File: src/rtl/ptos_lane_ser.sv
// ptos_lane_ser: parallel-to-serial converter for one PCIe PHY lane.
// Accepts DATA_W-bit symbols over valid/ready, buffers one symbol in a hold
// register and shifts symbols out MSB first on the bit-rate clock. When no
// data is buffered the COM idle symbol is sent; after reset an IDLE_PRE-long
// idle preamble is sent before in_ready may assert.
// Optional feature macro: PTOS_SKP_EN (periodic SKP symbol insertion every
// SKP_INTERVAL symbols). With the macro undefined no SKP logic exists.

module ptos_lane_ser #(
  parameter int                DATA_W       = 8,
  parameter logic [DATA_W-1:0] IDLE_SYM     = 8'hBC,
  parameter int                IDLE_PRE     = 4,
  parameter int                SKP_INTERVAL = 16,
  parameter logic [DATA_W-1:0] SKP_SYM      = 8'h1C
) (
  input  logic              clk,
  input  logic              reset,
  input  logic [DATA_W-1:0] in_data,
  input  logic              in_valid,
  output logic              in_ready,
  output logic              out_s,
  output logic              out_k,
  output logic              sym_start
);

  localparam int CNT_W = $clog2(DATA_W);
  localparam int PRE_W = $clog2(IDLE_PRE + 1);

  // ST_ALIGN is the single cycle after reset where the first boundary is
  // forced; afterwards boundaries come from the bit counter.
  typedef enum logic {
    ST_ALIGN,
    ST_RUN
  } state_t;

  state_t state;
  state_t state_next;

  logic [CNT_W-1:0]  bit_cnt;
  logic [DATA_W-1:0] shift_reg;
  logic [DATA_W-1:0] hold_data;
  logic              hold_full;
  logic [PRE_W-1:0]  pre_cnt;
  logic              pre_done;

  logic              boundary;
  logic              load_hold;
  logic              load_idle;
  logic [DATA_W-1:0] load_sym;
  logic              load_k;
  logic              accept;
  logic              hold_full_next;
  logic              pre_hit;

`ifdef PTOS_SKP_EN
  localparam int SKP_W = (SKP_INTERVAL > 2) ? $clog2(SKP_INTERVAL) : 1;

  logic [SKP_W-1:0] skp_cnt;
  logic             skp_due;

  assign skp_due = (skp_cnt == SKP_W'(SKP_INTERVAL - 1));

  // Count symbol loads; wrap when a SKP is loaded.
  always_ff @(posedge clk) begin
    if (reset) begin
      skp_cnt <= '0;
    end else if (boundary) begin
      skp_cnt <= skp_due ? '0 : skp_cnt + SKP_W'(1);
    end
  end
`else
  localparam int unused_skp_cfg = SKP_INTERVAL + int'(SKP_SYM[0]);
`endif

  // State register: the first clock out of reset is always a symbol boundary.
  always_ff @(posedge clk) begin
    if (reset) begin
      state <= ST_ALIGN;
    end else begin
      state <= state_next;
    end
  end

  // Next state: leave alignment after exactly one clock and stay running.
  always_comb begin
    state_next = state;
    case (state)
      ST_ALIGN: state_next = ST_RUN;
      ST_RUN:   state_next = ST_RUN;
      default:  state_next = ST_ALIGN;
    endcase
  end

  // Boundary detection and selection of the symbol loaded at a boundary.
  always_comb begin
    boundary  = (state == ST_ALIGN) || (bit_cnt == CNT_W'(DATA_W - 1));
    load_hold = 1'b0;
    load_idle = 1'b0;
    load_sym  = IDLE_SYM;
    load_k    = 1'b1;
    if (boundary) begin
      if (hold_full) begin
        load_hold = 1'b1;
        load_sym  = hold_data;
        load_k    = 1'b0;
      end else begin
        load_idle = 1'b1;
      end
`ifdef PTOS_SKP_EN
      if (skp_due) begin
        load_hold = 1'b0;
        load_idle = 1'b0;
        load_sym  = SKP_SYM;
        load_k    = 1'b1;
      end
`endif
    end
  end

  assign accept         = in_valid && in_ready;
  assign hold_full_next = accept | (hold_full & ~load_hold);
  assign pre_hit        = load_idle && !pre_done && (pre_cnt == PRE_W'(IDLE_PRE - 1));

  // Serializer: load a fresh symbol at a boundary, otherwise shift left.
  always_ff @(posedge clk) begin
    if (reset) begin
      shift_reg <= '0;
      bit_cnt   <= '0;
      out_s     <= 1'b0;
      out_k     <= 1'b0;
      sym_start <= 1'b0;
    end else if (boundary) begin
      shift_reg <= {load_sym[DATA_W-2:0], 1'b0};
      bit_cnt   <= '0;
      out_s     <= load_sym[DATA_W-1];
      out_k     <= load_k;
      sym_start <= 1'b1;
    end else begin
      shift_reg <= {shift_reg[DATA_W-2:0], 1'b0};
      bit_cnt   <= bit_cnt + CNT_W'(1);
      out_s     <= shift_reg[DATA_W-1];
      sym_start <= 1'b0;
    end
  end

  // Hold register and handshake; ready drops on the accepting edge so the
  // single-entry buffer can never be overwritten.
  always_ff @(posedge clk) begin
    if (reset) begin
      hold_data <= '0;
      hold_full <= 1'b0;
      in_ready  <= 1'b0;
    end else begin
      if (accept) begin
        hold_data <= in_data;
      end
      hold_full <= hold_full_next;
      in_ready  <= pre_done && !hold_full_next;
    end
  end

  // Alignment preamble: count idle loads until IDLE_PRE have been sent.
  always_ff @(posedge clk) begin
    if (reset) begin
      pre_cnt  <= '0;
      pre_done <= 1'b0;
    end else begin
      if (load_idle && !pre_done) begin
        pre_cnt <= pre_cnt + PRE_W'(1);
      end
      if (pre_hit) begin
        pre_done <= 1'b1;
      end
    end
  end

endmodule
File: config.mk
export PLATFORM = sky130hd
export DESIGN_NAME = ptos_lane_ser
export DESIGN_NICKNAME = d
export VERILOG_FILES = /design/src/rtl/ptos_lane_ser.sv
export SDC_FILE = /design/constraint.sdc
export NUM_CORES = 1
export LEC_CHECK = 0
export CAP_MARGIN = 20
export CORE_UTILIZATION = 42
export DETAILED_ROUTE_END_ITERATION = 8
export GPL_ROUTABILITY_DRIVEN = 0
export GPL_TIMING_DRIVEN = 0
export PLACE_DENSITY = 0.69
export REMOVE_ABC_BUFFERS = 1
export SETUP_SLACK_MARGIN = 0.1
export SYNTH_ARGS = -nofsm -noshare
export SYNTH_HDL_FRONTEND = slang
export SYNTH_SLANG_ARGS = --single-unit
File: constraint.sdc
create_clock -name clk -period 3.8 [get_ports clk]
set_clock_uncertainty 0.2 [all_clocks]
set_input_delay 0.95 -clock clk [delete_from_list [all_inputs] [get_ports clk]]
set_output_delay 0.95 -clock clk [all_outputs]
set_load 0.05 [all_outputs]
=== Word level (Yosys, flattened, before mapping) ===
Cells that the tools add are included.

* Bitwise logic cells: 4
* $add $sub $neg: 2
* Reduce and logical (&&, ||, !) cells: 8
* Equality and inequality tests: 2
* Multiplexer cells: 9

{| class="wikitable"
|+ Operators by type and width
! operator !! count
|-
| $mux 8 || 2
|-
| $mux 1 || 7
|-
| $add 3x1->3 const B || 2
|-
| $logic_and 1x1->1 || 4
|-
| $eq 3x2->1 const B || 1
|-
| $eq 3x3->1 const B || 1
|-
| $logic_not 1->1 || 2
|-
| $not 1->1 || 2
|-
| $reduce_or 2->1 || 1
|-
| $and 1x1->1 || 1
|-
| $logic_or 1x1->1 || 1
|-
| $or 1x1->1 || 1
|}

* Bits in registers: 29
* Logic and storage cells: 36
* Output and inout bits: 4

=== Depth between registers and ports, before layout ===
* Depth after elaboration: 8
* Gate-level depth with buffers: 6
* Gate-level depth less buffers: 5

=== Worst setup path after synthesis ===
No wires, ideal clock.

* Path kind: in2reg
* Start point: input in_valid
* End point: register in_ready
* Buffers on the path: 1
* Arrival time: 1.513 ns
* Library setup time: 0.060 ns
* Slack: 2.027 ns
* Stages: 4
* Required time: 3.540 ns
* Cell sequence: and2_1 -> buf_2 -> a21oi_1 -> and3_1

* Word-level cells in the longest chain between the ends: 4

{| class="wikitable"
|+ Ends and longest elaborated chain
! what !! line !! RTL
|-
| start, declared || 19 || <nowiki>input logic in_valid,</nowiki>
|-
| $logic_and 1x1->1 || 120 || <nowiki>assign accept = in_valid && in_ready;</nowiki>
|-
| $or 1x1->1 || 121 || <nowiki>assign hold_full_next = accept | (hold_full & ~load_hold);</nowiki>
|-
| $logic_not 1->1 || 158 || <nowiki>in_ready <= pre_done && !hold_full_next;</nowiki>
|-
| $logic_and 1x1->1 || 158 ||
|-
| end signal, assigned || 158 ||
|-
| end, declared || 20 || <nowiki>output logic in_ready,</nowiki>
|}

No other way between the ends.
A chain may end at the register's enable or synchronous reset.

=== Worst setup path after layout ===
* Start point: register in_ready
* End point: output in_ready

No word-level cell between the ends.

==> reports/results.txt <==
Yosys warnings - 0
root buf cell - clkbuf_4
Worst R2R Path Depth - 5
slowest cell delay on critical path - 0.81 ns
maximum VDD drop - 0.000353 V
WHS Endpoint - bit_cnt[0]
Die Span X - 51.2 um
commonest cells after routing, fill and taps aside - 28 x dfxtp_1, 25 x nand2_1, 17 x a21oi_1
Via density - 5.05
number of detailed-route iterations in the first pass - 4
register bit total from synthesis - 28
Starting Density - 0.451
gr usage total - 0.166
Sw Share - 0.224
H-tree Lvls - 1
Cells after DPL - 148
number of global-route vias before repair - 782
CP cell instances - clkdlybuf4s50_1
post-route cell area - 1190 um2
Yosys top cell area share - 0.552
CTS hold repair buffers - 0
ANT cells - 0
CTS tree - done
Internal - 0.383 mW
Clock power frac - 0.285
Seq/Total Area, Yosys - 0.552
leakage - 0.462 nW
row count - 17
Crit Path Max Fanout - 3
CP Buf/Inv Count - 1
Slew Limit Headroom - 0.431
Detailed Route WL - 1790 um
Final TNS setup - 0 ns
delay-heaviest family, CP - buffers and inverters
Sink Count - 28
Pwr Total - 0.493 mW
CTS Buffer Depth - 2
Cells after Synth - 112
number of max-cap violations - 0
initial antenna violation count - 0
worst reg2reg path endpoint - pre_cnt[2]
grt total ovfl - 0
layout cells sized above 1 - 0.0645
Net count, final - 140
slowest stage cell, crit path - clkdlybuf4s50_1
Final Slew Violations - 0
Yosys top cell by area - dfxtp_1
Final Hold Vio Count - 0
CP arrival - 1.51 ns
Netlist cell types - 23
fin crit period - 2.66 ns
depth of the worst hold-timing path - 1
CP Class - flip-flop to primary output
CP startpoint kind - flip-flop
WL/cell - 11.8 um
CTS Buf Count - 3
post-synthesis average cell area - 9.07 um2
area grow syn2layout - 17.2%
Fill cells - 220
Power Density - 414 nW/um2
switching pwr - 0.111 mW
# setup viols final - 0
Finished Layout Cells - 152
Slew @ Worst Pin - 0.850 ns
area used by multi-input combinational logic - 408 um2
Tightest Hold Check Type - flip-flop to flip-flop
Layout Utilization - 0.528
period utilization - 0.699
logic gate share of total power - 0.091
clk slew on worst S/H paths - 0.14 ns
min-delay src - bit_cnt[0]
CP Capture Type - primary output
initial drt markers - 13
routed vias - 767
flop-to-flop setup slack - 2.10 ns
Final ANT Viol Nets - 0
Synth area leaders - dfxtp_1 55%, nand2_1 9.2%, a21oi_1 8.4%
Die H - 51.2 um
Sequential Power Share - 0.624
largest net degree at the start of global routing - 24
post-synthesis instance area - 1020 um2
core box area - 2250 um2
Cell Area, Placed - 1150 um2
IO Pins - 15
clock latency on the worst-skew pair - 0.32 ns
Die Area - 2620 um2
critical path required time - 2.65 ns
RSZ-0062 raised after global routing - no
Achievable Freq - 0.377 GHz
commonest non-fill, non-tap cell in the layout - dfxtp_1
worst r2r src - bit_cnt[0]
DRC viols - 0
sequential cell area - 561 um2
global-route wire length before repair - 3180 um
# port buffers - 14
Final HPWL DP - 1240 um
cts repair resizes - 0
number of flip-flops in the largest register - 8
Post-CTS Setup Bufs - 0
status - finished clean
[cell families (layout without fill, tap and decap cells)]
family,after synthesis,after routing,synth area share
AOI/OAI and AO/OA,28,28,0.153
and+or+nand+nor,43,43,0.200
buffers and inverters,9,21,0.0468
adders and majority gates,4,4,0.0493
DFF,28,28,0.552
[per-layer routing]
metal / part of all wire / track usage / wire length [um]
met3: 0.029 / 0.0536 / 51
met2: 0.51 / 0.305 / 913
met5: 0 / 0 / 0
met4: 0 / 0.0556 / 0
met1: 0.46 / 0.176 / 823
[synthesized netlist by cell type, drive strengths merged]
cell type  count
nor3           2
inv            3
a21oi         17
and2           1
and3           4
o311a          1
a211oi         2
a31oi          1
nor2b          1
nor2           6
nand2         25
nand2b         1
a31o           1
clkbuf         2
dfxtp         28
nand3          3
o21ai          6
ha             4
buf            4
[layout make-up]
class,instances,share of cell area
repair buffers,14,0.118
well taps,28,0.0294
multi-input cells,75,0.342
inverters,3,0.00945
clock buffers,4,0.0305
flip-flops and latches,28,0.471
[per-stage QoR]
step / setup slack (ns) / hold WS (ns)
after global routing: 1.08 / 0.260
after global placement: 0.989 / 0.220
after floorplan: 2.04 / 0.205
final: 1.14 / 0.242
after CTS: 1.13 / 0.243
after detailed placement: 0.977 / 0.223
[power by group through the flow]
| stage | clock (mW) | sequential, mW | combinational [mW] |
|---|---|---|---|
| floorplan | 0 | 0.321 | 0.0160 |
| global placement | 0 | 0.314 | 0.0442 |
| detailed placement | 0 | 0.314 | 0.0453 |
| CTS | 0.147 | 0.308 | 0.0453 |
| global route | 0.162 | 0.309 | 0.0501 |
| finish | 0.141 | 0.308 | 0.0449 |
[worst max-delay path by stage]
stage / from / end / slack [ns] / cells past startpoint
after global placement: reset / pre_cnt[1] / 0.99 / 4
after floorplan: in_ready / in_ready / 2.04 / 0
after CTS: in_ready / in_ready / 1.13 / 1
after global routing: in_ready / in_ready / 1.08 / 1
after detailed placement: reset / pre_cnt[1] / 0.98 / 4
final: in_ready / in_ready / 1.14 / 1
(Power assumes the default switching activity.)
